--- src/rtl/uart_reg_bank.sv ---
`timescale 1ns/1ps
// -----------------------------------------------------------------------------
// uart_reg_bank
// Decodes assembled UART packets into per-channel HS/LS PWM register sets.
// Each channel keeps a shadow set, written by packets, and an active set that
// drives the PWM. A commit copies shadow to active only while the channel's
// PWM is idle. Adds a serial readback of one channel's active set and a
// saturating error counter.
//
// Optional feature macro: REG_BANK_CSUM_EN
//   defined   : byte11 must equal XOR(func_reg, b1..b10), else the packet is
//               dropped and counted as an error. Readback appends a 14th byte,
//               the XOR of readback bytes 1..13.
//   undefined : byte11 is ignored and readback is 13 bytes.
//
// Ports
//   clk_50M        in   system clock
//   rst_n          in   asynchronous active-low reset
//   func_reg       in   packet function code
//   rev_pkt        in   data bytes 1..11, byte1 = [87:80], byte11 = [7:0]
//   pack_done      in   1-cycle strobe, func_reg/rev_pkt valid this cycle
//   pwm_busy       in   per-channel PWM busy
//   hs_ctrl_sta    out  active HS control, ch i at [8i+7:8i]
//   duty_num       out  active duty
//   pulse_dessert  out  active dessert, ch i at [16i+15:16i]
//   pulse_num      out  active pulse count
//   pat            out  active pattern, ch i at [PAT_W*i +: PAT_W]
//   ls_ctrl_sta    out  active LS control
//   hs_pwm_ch      out  last accepted HS channel
//   ls_pwm_ch      out  last accepted LS channel
//   commit_pulse   out  1-cycle strobe when a channel's active set updates
//   pend_mask      out  commits waiting for an idle PWM
//   tx_data        out  readback byte
//   tx_valid       out  readback byte available
//   tx_ready       in   byte accepted on tx_valid & tx_ready
//   rb_busy        out  readback in progress
//   err_cnt        out  saturating error count
// -----------------------------------------------------------------------------
module uart_reg_bank #(
   parameter int NUM_CH = 4,
   parameter int PAT_W  = 32
) (
   input  logic                    clk_50M,
   input  logic                    rst_n,
   input  logic [7:0]              func_reg,
   input  logic [87:0]             rev_pkt,
   input  logic                    pack_done,
   input  logic [NUM_CH-1:0]       pwm_busy,
   output logic [8*NUM_CH-1:0]     hs_ctrl_sta,
   output logic [8*NUM_CH-1:0]     duty_num,
   output logic [16*NUM_CH-1:0]    pulse_dessert,
   output logic [8*NUM_CH-1:0]     pulse_num,
   output logic [PAT_W*NUM_CH-1:0] pat,
   output logic [8*NUM_CH-1:0]     ls_ctrl_sta,
   output logic [7:0]              hs_pwm_ch,
   output logic [7:0]              ls_pwm_ch,
   output logic [NUM_CH-1:0]       commit_pulse,
   output logic [NUM_CH-1:0]       pend_mask,
   output logic [7:0]              tx_data,
   output logic                    tx_valid,
   input  logic                    tx_ready,
   output logic                    rb_busy,
   output logic [7:0]              err_cnt
);

`ifdef REG_BANK_CSUM_EN
   localparam int RB_LEN = 14;
`else
   localparam int RB_LEN = 13;
`endif
   localparam logic [3:0] RB_LAST  = 4'(RB_LEN - 1);
   localparam logic [7:0] NUM_CH_B = 8'(NUM_CH);

   typedef enum logic [1:0] {RB_IDLE, RB_LOAD, RB_SEND} rb_state_t;

   rb_state_t         state_reg, state_next;
   logic [3:0]        idx_reg;
   logic [7:0]        rb_ch_reg;
   logic [7:0]        rb_buf [RB_LEN];
   logic              rb_load;

   logic [NUM_CH-1:0] pend_reg;
   logic [NUM_CH-1:0] commit_pulse_reg;
   logic [NUM_CH-1:0] commit_fire;
   logic [NUM_CH-1:0] set_bits;
   logic [7:0]        err_cnt_reg;
   logic [7:0]        hs_pwm_ch_reg;
   logic [7:0]        ls_pwm_ch_reg;

   logic              wr_hs, wr_ls, set_en, rb_start, err_clr, err_inc;
   logic              ch_ok, csum_ok;

   // ---------------- packet byte extraction ----------------
   logic [7:0]  pkt_byte [1:11];
   logic [31:0] pat_word;

   genvar gi;
   generate
      for (gi = 1; gi <= 11; gi++) begin : g_byte
         assign pkt_byte[gi] = rev_pkt[8*(11-gi) +: 8];
      end
   endgenerate

   assign pat_word = {pkt_byte[7], pkt_byte[8], pkt_byte[9], pkt_byte[10]};
   assign ch_ok    = (pkt_byte[1] < NUM_CH_B);

   // Upper pattern bits are dropped when PAT_W < 32.
   logic unused_pat;
   assign unused_pat = ^pat_word;

`ifdef REG_BANK_CSUM_EN
   logic [7:0] csum_calc;
   always_comb begin
      csum_calc = func_reg;
      for (int k = 1; k <= 10; k++) begin
         csum_calc = csum_calc ^ pkt_byte[k];
      end
   end
   assign csum_ok = (csum_calc == pkt_byte[11]);
`else
   logic unused_csum;
   assign unused_csum = ^pkt_byte[11];
   assign csum_ok     = 1'b1;
`endif

   // ---------------- packet decode ----------------
   // At most one action or one error per packet.
   always_comb begin
      wr_hs    = 1'b0;
      wr_ls    = 1'b0;
      set_en   = 1'b0;
      rb_start = 1'b0;
      err_clr  = 1'b0;
      err_inc  = 1'b0;
      if (pack_done) begin
         if (!csum_ok) begin
            err_inc = 1'b1;
         end else begin
            case (func_reg)
               8'h01: if (ch_ok) wr_hs = 1'b1; else err_inc = 1'b1;
               8'h02: if (ch_ok) wr_ls = 1'b1; else err_inc = 1'b1;
               8'h03: set_en = 1'b1;
               8'h04: if (ch_ok && state_reg == RB_IDLE) rb_start = 1'b1;
                      else err_inc = 1'b1;
               8'h05: err_clr = 1'b1;
               default: err_inc = 1'b1;
            endcase
         end
      end
   end

   assign set_bits = set_en ? pkt_byte[1][NUM_CH-1:0] : '0;

   // ---------------- per-channel shadow / active sets ----------------
   generate
      for (gi = 0; gi < NUM_CH; gi++) begin : g_ch
         logic [7:0]       sh_hs_reg, sh_duty_reg, sh_num_reg, sh_ls_reg;
         logic [15:0]      sh_dess_reg;
         logic [PAT_W-1:0] sh_pat_reg;
         logic [7:0]       act_hs_reg, act_duty_reg, act_num_reg, act_ls_reg;
         logic [15:0]      act_dess_reg;
         logic [PAT_W-1:0] act_pat_reg;
         logic             sel;

         assign sel             = (pkt_byte[1] == 8'(gi));
         assign commit_fire[gi] = pend_reg[gi] & ~pwm_busy[gi];

         // Active copies the shadow as it stood before this edge, so a
         // same-cycle shadow write lands only in the next commit.
         always_ff @(posedge clk_50M or negedge rst_n) begin
            if (!rst_n) begin
               sh_hs_reg    <= '0;
               sh_duty_reg  <= '0;
               sh_dess_reg  <= '0;
               sh_num_reg   <= '0;
               sh_pat_reg   <= '0;
               sh_ls_reg    <= '0;
               act_hs_reg   <= '0;
               act_duty_reg <= '0;
               act_dess_reg <= '0;
               act_num_reg  <= '0;
               act_pat_reg  <= '0;
               act_ls_reg   <= '0;
            end else begin
               if (wr_hs && sel) begin
                  sh_hs_reg   <= pkt_byte[2];
                  sh_duty_reg <= pkt_byte[3];
                  sh_dess_reg <= {pkt_byte[4], pkt_byte[5]};
                  sh_num_reg  <= pkt_byte[6];
                  sh_pat_reg  <= pat_word[PAT_W-1:0];
               end
               if (wr_ls && sel) begin
                  sh_ls_reg <= pkt_byte[2];
               end
               if (commit_fire[gi]) begin
                  act_hs_reg   <= sh_hs_reg;
                  act_duty_reg <= sh_duty_reg;
                  act_dess_reg <= sh_dess_reg;
                  act_num_reg  <= sh_num_reg;
                  act_pat_reg  <= sh_pat_reg;
                  act_ls_reg   <= sh_ls_reg;
               end
            end
         end

         assign hs_ctrl_sta[8*gi +: 8]       = act_hs_reg;
         assign duty_num[8*gi +: 8]          = act_duty_reg;
         assign pulse_dessert[16*gi +: 16]   = act_dess_reg;
         assign pulse_num[8*gi +: 8]         = act_num_reg;
         assign pat[PAT_W*gi +: PAT_W]       = act_pat_reg;
         assign ls_ctrl_sta[8*gi +: 8]       = act_ls_reg;
      end
   endgenerate

   // ---------------- shared control registers ----------------
   always_ff @(posedge clk_50M or negedge rst_n) begin
      if (!rst_n) begin
         pend_reg         <= '0;
         commit_pulse_reg <= '0;
         err_cnt_reg      <= '0;
         hs_pwm_ch_reg    <= '0;
         ls_pwm_ch_reg    <= '0;
      end else begin
         // A new request wins over the clear of a commit firing this cycle.
         pend_reg         <= (pend_reg & ~commit_fire) | set_bits;
         commit_pulse_reg <= commit_fire;
         if (err_clr) begin
            err_cnt_reg <= '0;
         end else if (err_inc && err_cnt_reg != 8'hFF) begin
            err_cnt_reg <= err_cnt_reg + 8'd1;
         end
         if (wr_hs) hs_pwm_ch_reg <= pkt_byte[1];
         if (wr_ls) ls_pwm_ch_reg <= pkt_byte[1];
      end
   end

   assign pend_mask    = pend_reg;
   assign commit_pulse = commit_pulse_reg;
   assign err_cnt      = err_cnt_reg;
   assign hs_pwm_ch    = hs_pwm_ch_reg;
   assign ls_pwm_ch    = ls_pwm_ch_reg;

   // ---------------- readback FSM ----------------
   always_ff @(posedge clk_50M or negedge rst_n) begin
      if (!rst_n) begin
         state_reg <= RB_IDLE;
      end else begin
         state_reg <= state_next;
      end
   end

   always_comb begin
      state_next = state_reg;
      rb_load    = 1'b0;
      tx_valid   = 1'b0;
      rb_busy    = 1'b0;
      case (state_reg)
         RB_IDLE: begin
            if (rb_start) state_next = RB_LOAD;
         end
         RB_LOAD: begin
            rb_busy    = 1'b1;
            rb_load    = 1'b1;
            state_next = RB_SEND;
         end
         RB_SEND: begin
            rb_busy  = 1'b1;
            tx_valid = 1'b1;
            if (tx_ready && idx_reg == RB_LAST) state_next = RB_IDLE;
         end
         default: state_next = RB_IDLE;
      endcase
   end

   // Select the requested channel's active set for the snapshot.
   logic [7:0]  snap_hs, snap_duty, snap_num, snap_ls;
   logic [15:0] snap_dess;
   logic [31:0] snap_pat;

   always_comb begin
      snap_hs   = '0;
      snap_duty = '0;
      snap_dess = '0;
      snap_num  = '0;
      snap_pat  = '0;
      snap_ls   = '0;
      for (int c = 0; c < NUM_CH; c++) begin
         if (rb_ch_reg == 8'(c)) begin
            snap_hs   = hs_ctrl_sta[8*c +: 8];
            snap_duty = duty_num[8*c +: 8];
            snap_dess = pulse_dessert[16*c +: 16];
            snap_num  = pulse_num[8*c +: 8];
            snap_pat  = 32'(pat[PAT_W*c +: PAT_W]);
            snap_ls   = ls_ctrl_sta[8*c +: 8];
         end
      end
   end

   always_ff @(posedge clk_50M or negedge rst_n) begin
      if (!rst_n) begin
         rb_ch_reg <= '0;
         idx_reg   <= '0;
         for (int k = 0; k < RB_LEN; k++) begin
            rb_buf[k] <= '0;
         end
      end else begin
         if (rb_start) rb_ch_reg <= pkt_byte[1];
         if (rb_load) begin
            idx_reg    <= '0;
            rb_buf[0]  <= 8'hA5;
            rb_buf[1]  <= 8'h84;
            rb_buf[2]  <= rb_ch_reg;
            rb_buf[3]  <= snap_hs;
            rb_buf[4]  <= snap_duty;
            rb_buf[5]  <= snap_dess[15:8];
            rb_buf[6]  <= snap_dess[7:0];
            rb_buf[7]  <= snap_num;
            rb_buf[8]  <= snap_pat[31:24];
            rb_buf[9]  <= snap_pat[23:16];
            rb_buf[10] <= snap_pat[15:8];
            rb_buf[11] <= snap_pat[7:0];
            rb_buf[12] <= snap_ls;
`ifdef REG_BANK_CSUM_EN
            rb_buf[13] <= 8'hA5 ^ 8'h84 ^ rb_ch_reg ^ snap_hs ^ snap_duty ^
                          snap_dess[15:8] ^ snap_dess[7:0] ^ snap_num ^
                          snap_pat[31:24] ^ snap_pat[23:16] ^ snap_pat[15:8] ^
                          snap_pat[7:0] ^ snap_ls;
`endif
         end else if (tx_valid && tx_ready) begin
            // Wrap on the last byte so the index never points past the buffer.
            idx_reg <= (idx_reg == RB_LAST) ? 4'd0 : idx_reg + 4'd1;
         end
      end
   end

   assign tx_data = rb_buf[idx_reg];

endmodule
--- config.mk ---
export PLATFORM = sky130hd
export DESIGN_NAME = uart_reg_bank
export DESIGN_NICKNAME = d
export VERILOG_FILES = /design/src/rtl/uart_reg_bank.sv
export SDC_FILE = /design/constraint.sdc
export NUM_CORES = 1
export LEC_CHECK = 0
export BUFFER_PORTS_ARGS = -buffer_cell sky130_fd_sc_hd__buf_2
export CAP_MARGIN = 10
export CORE_ASPECT_RATIO = 1.4
export CORE_UTILIZATION = 45
export CTS_BUF_LIST = sky130_fd_sc_hd__clkbuf_2 sky130_fd_sc_hd__clkbuf_4 sky130_fd_sc_hd__clkbuf_8
export CTS_CLUSTER_DIAMETER = 60
export DETAILED_ROUTE_END_ITERATION = 7
export PLACE_DENSITY = 0.7
export RECOVER_POWER = 25
export SYNTH_ARGS = -nofsm -noshare
export SYNTH_HDL_FRONTEND = slang
export SYNTH_SLANG_ARGS = --single-unit
--- constraint.sdc ---
create_clock -name clk_50M -period 4.03 [get_ports clk_50M]
set_input_delay 0.2015 -clock clk_50M [delete_from_list [all_inputs] [get_ports clk_50M]]
set_output_delay 0.2015 -clock clk_50M [all_outputs]
set_load 0.02 [all_outputs]
==> impl_metrics.py, run 1 <==
metrics = {
    "setup_path": {
        "path_delay_family": "buffers and inverters",
        "worst_setup_path_start_kind": "flip-flop",
        "critPathMaxFanout": 81,
        "end_kind": "flip-flop",
        "path_cells": "nor2b_4, clkbuf_2, mux2_2",
        "crit_arrival_ns": 4.07,
        "cpMaxStageDelayCell": "clkbuf_2",
        "setup.worst_path.class": "reg2reg",
        "slowest_delay_ns": 2.19,
        "worstPathBufferInverterCount": 1,
        "reg2reg_slack_ns": 0.56,
        "cp.required_ns": 4.63,
    },
    "synthesis": {
        "synth-edff-count": 0,
        "synth_cell_types": 51,
        "ys_seq_elements": 775,
        "async_flop_share": 1.00,
        "ys_warn_count": 0,
        "synth-main-ff-cell": "dfrtp_1",
        "syn-cell-area_um2": 32300,
        "synth_top_area_frac": 0.600,
        "yosysSeqAreaShare": 0.600,
        "synth_cells": 2108,
        "yosys.area.top_type": "dfrtp_1",
        "synth.net_count": 2219,
        "synth_area_leaders": "dfrtp_1, mux2_2, mux4_2",
        "avgSynthCellArea_um2": 15.3,
    },
    "routing": {
        "wl_um": 90200,
        "drc": 0,
        "ant_nets": 0,
        "drtIter0Drc": 1075,
        "wire_per_inst_um": 24.3,
        "vias": 20200,
        "via_per_inst": 5.44,
        "drtPass1Iterations": 5,
    },
    "placement": {
        "dp_slack_ns": 1.00,
        "dp_hpwl_um": 58800,
        "numPortBuffers": 457,
        "place_congestion": 0.826,
    },
    "grt": {
        "gr-total-overflow": 0,
        "grt_pass1_vias": 22400,
        "grt_max_degree": 106,
        "grt_antenna_before_repair": 3,
        "grt_pass1_wl_um": 139000,
        "grt_usage": 0.251,
    },
    "power": {
        "vdd_drop_max_mv": 0.310,
        "p_leak_nw": 20.0,
        "power_density_nw_per_um2": 419,
    },
    "layout": {
        "layout.area.seq_um2": 19400,
        "multi_input_area_um2": 11900,
        "syn_to_final_growth_pct": 21.1,
        "nets": 2790,
        "drive_above_1_share": 0.531,
        "fill_cells": 5754,
    },
    "die": {
        "core.rowCount": 115,
        "ioPinCount": 466,
        "core_um2": 70600,
        "initial_core_util": 0.457,
        "die_x_um": 228,
        "dieArea_um2": 72900,
        "die_y_um": 319,
    },
    "sta": {
        "setup_ws_ns": 0.560,
        "setup_viol": 0,
        "slew_headroom": -1.13,
        "finalCritPeriodShare": 0.861,
        "drv_slew": 217,
        "hold_violations": 0,
        "fin_skew_ns": 0.0346,
        "rsz0062_at_grt": "no",
        "fin_setup_tns_ns": 0,
        "min_period_ns": 3.47,
        "fmax_mhz": 288,
        "worst_pin_slew_ns": 3.19,
    },
    "clock_tree": {
        "ctsHtreeMaxLevel": 3,
        "cts_buffers": 118,
        "cts_max_path_buffers": 3,
        "cts.sinks": 775,
        "path_clk_slew_ns": 0.06,
        "tritoncts": "done",
        "cts_root_buf": "clkbuf_8",
        "cts_resized": 0,
        "clock_latency_ns": 0.74,
    },
    "min_path": {
        "hp-class": "in2reg",
    },
    "outcome": {
        "status": "finished, violations left",
        "violations": "max-capacitance violations, max-slew violations",
    },
    "flow_run": {
        "maxCapViolCount": 3,
    },
}
-- power by group --
group          internal [mW]  total (mW)  switching [mW]  leakage, nW
sequential              7.83        7.97           0.144         10.8
combinational          0.382        1.21           0.831         7.71
clock                   4.14        7.22            3.08         1.43
total                   12.3        16.4            4.06         20.0
-- kinds of logic after synthesis --
kind of cell,after synthesis,synth area share
flip-flops,775,0.600
multiplexers,761,0.303
buffers and inverters,221,0.0341
AND/OR/NAND/NOR,179,0.0310
AO/OA/AOI/OAI,164,0.0284
adder cells (fa/ha/maj),7,0.00271
XOR/XNOR,1,0.000271
-- layer usage --
metal  part of all wire  global-route usage
met5                  0                   0
met4              0.045               0.116
met3              0.047              0.0467
met2               0.52               0.438
met1               0.39               0.301
-- worst register-to-register path, stage by stage, from the launching register on --
cell and delay [ns]:
dfrtp_1 0.37, nor2b_4 0.14, clkbuf_2 2.19, mux2_2 0.63
-- through the flow --
stage                util  hold slack (ns)  total power, mW  instances  area (um^2)
finish              0.554            0.120             16.4       3715        39100
global route        0.554           0.0924             17.1       3714        39100
CTS                 0.555         0.000313             16.6       3712        39200
detailed placement  0.504            0.331             9.28       3403        35600
global placement    0.504            0.315             9.23       3403        35600
floorplan               -          -0.0941             8.70       2108        32300
-- cells in the mapped netlist (5+ instances only) --
cell	number
clkbuf_1	86
mux4_2	85
buf_4	15
ha_1	7
o211ai_1	7
o21ai_0	105
dfrtp_1	775
inv_1	86
a21oi_1	24
a22o_1	5
nor2b_1	8
and2_1	14
and2b_1	7
mux2_4	78
nor2_1	10
buf_12	8
nor3_1	5
buf_6	10
mux2i_1	15
mux2_2	583
buf_1	8
nand2_1	23
nand3_1	89
buf_2	8
a31oi_1	5
a211oi_1	5
-- layout make-up --
| type | instances | area share |
|---|---|---|
| multi-input cells | 1112 | 0.303 |
| inverters | 86 | 0.00825 |
| well taps | 936 | 0.0299 |
| flip-flops and latches | 775 | 0.496 |
| repair buffers | 586 | 0.0936 |
| clock inverters | 29 | 0.00793 |
| clock buffers | 188 | 0.0610 |
| diodes | 3 | 0.000192 |
-- cells in the final DEF (no fill, tap or decap), types with 10 or more instances in the layout --
master and n:
mux2_2 583, nor2_1 10, mux2i_1 15, dlygate4sd3_1 92, nand2_1 23, clkinv_2 18
buf_2 456, o21ai_0 105, a21oi_1 24, clkbuf_4 32, and2_1 14, buf_12 16
mux4_2 85, clkbuf_8 156, inv_1 86, dfrtp_1 772, buf_4 13, mux2_4 78
nand3_1 89
-- worst paths after layout --
path,start,to,depth (start not counted)
min in group asynchronous,rst_n,ls_pwm_ch[7],2
worst max register to register,pend_mask[2],g_ch[2].act_dess_reg[0],3
worst min register to register,ls_pwm_ch[2],ls_pwm_ch[2],1
worst min-delay path,func_reg[0],err_cnt[2],4
worst max-delay path,pend_mask[2],g_ch[2].act_dess_reg[0],3
max in group asynchronous,rst_n,g_ch[0].act_pat_reg[1],3
-- repair_timing --
action | CTS | global route
setup buffers | 0 | 0
hold buffers | 92 | 0
endpoints found under the hold margin | 452 | 0
(Power assumes the default switching activity.)
==> run 2: changes to the inputs <==
- CORE_ASPECT_RATIO: 1.4 -> unset
==> run 2 against run 1 <==
Compared with the run above: the flow still finishes with violations (max-capacitance violations, max-slew violations); cell area is 1.2% higher; clock skew hardly changed; total power is 4.8% higher; critical path type is now reg2out; critical endpoint is now tx_data[6].
==> impl_metrics.py, run 2 (synthesized netlist as in run 1, its figures left out) <==
metrics = {
    "outcome": {
        "status": "finished, violations left",
        "violations": "max-capacitance violations, max-slew violations",
    },
    "die": {
        "dieArea_um2": 72900,
        "ioPinCount": 466,
        "core.rowCount": 97,
        "initial_core_util": 0.458,
        "die_y_um": 270,
        "die_x_um": 270,
        "core_um2": 70500,
    },
    "clock_tree": {
        "clock_latency_ns": 0.79,
        "cts_resized": 0,
        "cts.sinks": 775,
        "cts_max_path_buffers": 3,
        "ctsHtreeMaxLevel": 4,
        "cts_root_buf": "clkbuf_8",
        "cts_buffers": 135,
        "path_clk_slew_ns": 0.06,
        "tritoncts": "done",
    },
    "grt": {
        "grt_max_degree": 104,
        "grt_antenna_before_repair": 3,
        "grt_pass1_vias": 22500,
        "grt_usage": 0.248,
        "grt_pass1_wl_um": 138000,
        "gr-total-overflow": 0,
    },
    "setup_path": {
        "slowest_delay_ns": 0.97,
        "reg2reg_from": "idx_reg[1]",
        "cp-startpoint": "idx_reg[0]",
        "path_delay_family": "flip-flops",
        "critPathMaxFanout": 40,
        "cpMaxStageDelayCell": "dfrtp_2",
        "cp.required_ns": 3.83,
        "rr_worst_depth": 5,
        "worstPathBufferInverterCount": 2,
        "end_kind": "output pin",
        "crit_top_cell": "a21oi_1",
        "worst_setup_path_start_kind": "flip-flop",
        "reg2reg_slack_ns": 1.48,
        "crit_end": "tx_data[6]",
        "crit_arrival_ns": 3.09,
        "r2r-end": "state_reg[0]",
        "setup.worst_path.class": "reg2out",
        "path_cells": "buf_4, mux2_2, a21oi_1, a211oi_1, a21oi_1, nor2_1, buf_2",
        "cp_num_cells": 7,
    },
    "sta": {
        "fin_skew_ns": 0.0347,
        "drv_slew": 96,
        "hold_violations": 0,
        "worst_pin_slew_ns": 3.18,
        "fin_setup_tns_ns": 0,
        "finalCritPeriodShare": 0.818,
        "holdWs_ns": 0.0962,
        "setup_ws_ns": 0.735,
        "min_period_ns": 3.30,
        "fmax_mhz": 303,
        "slew_headroom": -1.12,
        "setup_viol": 0,
        "rsz0062_at_grt": "no",
    },
    "routing": {
        "drtPass1Iterations": 7,
        "ant_nets": 0,
        "drc": 0,
        "wl_um": 88700,
        "wire_per_inst_um": 23.6,
        "via_per_inst": 5.46,
        "drtIter0Drc": 1168,
        "vias": 20500,
    },
    "min_path": {
        "hp-class": "in2reg",
    },
    "placement": {
        "dp_slack_ns": 1.20,
        "dp.cells": 3412,
        "dp_hpwl_um": 57000,
        "placed_area_um2": 35600,
        "numPortBuffers": 457,
        "place_congestion": 0.831,
    },
    "layout": {
        "fin_util": 0.562,
        "multi_input_area_um2": 11900,
        "mostFrequentLayoutCell": "dfrtp_1",
        "layout.area.seq_um2": 19400,
        "nets": 2812,
        "fill_cells": 5608,
        "mostFrequentLayoutCells": "dfrtp_1, mux2_2, buf_2",
        "final_area_um2": 39600,
        "syn_to_final_growth_pct": 22.6,
        "drive_above_1_share": 0.537,
        "final_cells": 3752,
    },
    "power": {
        "pwr-share-seq": 0.465,
        "power_density_nw_per_um2": 434,
        "comb_power_share": 0.070,
        "p_leak_nw": 20.2,
        "clock_power_share": 0.466,
        "vdd_drop_max_mv": 0.302,
        "switching_share": 0.249,
        "power.total_mw": 17.2,
        "intPower_mw": 12.9,
        "net-switching-power_mw": 4.27,
    },
    "flow_run": {
        "maxCapViolCount": 1,
    },
}
-- run 2: cell count changes in the layout (fill, tap and decap cells not counted), sizes merged --
cell / change
clkbuf: +23
buf: +9
inv: +4
clkinvlp: -2
diode: -1
-- run 2: worst min-delay path by stage --
stage               cells after the start   startpoint                 endpoint  slack, ns
floorplan                               0        rst_n          commit_pulse[0]      -0.09
detailed placement                      1        rst_n  g_ch[2].act_duty_reg[6]       0.37
CTS                                     4  func_reg[3]               err_cnt[0]     0.0008
global placement                        1        rst_n   g_ch[1].sh_duty_reg[6]       0.34
global route                            4  func_reg[3]               err_cnt[0]       0.07
finish                                  4  func_reg[3]               err_cnt[0]        0.1
-- run 2: metal layers --
metal | GRT usage | share of wire | vias to the layer above
met5 | 0 | 0.00015 | -
met4 | 0.0972 | 0.031 | 2
met3 | 0.0610 | 0.053 | 172
met2 | 0.414 | 0.50 | 590
met1 | 0.312 | 0.41 | 10900
li1 | - | - | 8780
-- run 2: final cells by class --
type | count | area share
Clock inverter | 31 | 0.00948
Antenna cell | 2 | 0.000126
Tap cell | 940 | 0.0297
Clock buffer | 215 | 0.0685
Inverter | 86 | 0.00815
Timing Repair Buffer | 591 | 0.0943
Multi-Input combinational cell | 1112 | 0.300
Sequential cell | 775 | 0.490
-- run 2: power by group through the flow --
stage	logic [mW]	registers, mW	clock network (mW)
floorplan	0.655	8.05	0
global placement	1.11	8.12	0
detailed placement	1.14	8.12	0
CTS	1.21	7.98	8.21
global route	1.33	8.00	8.56
finish	1.20	7.99	8.00
-- run 2: worst min-delay path, cell delays in order --
cell and delay (ns):
buf_2 0.08, nor2b_1 0.08, nand4_1 0.30, and2_1 0.18
-- run 2: repair_timing --
item                       4_1_cts  5_1_grt
hold endpoints to repair       442        0
setup endpoints to repair        0        0
setup buffers                    0        0
hold buffers                    92        0
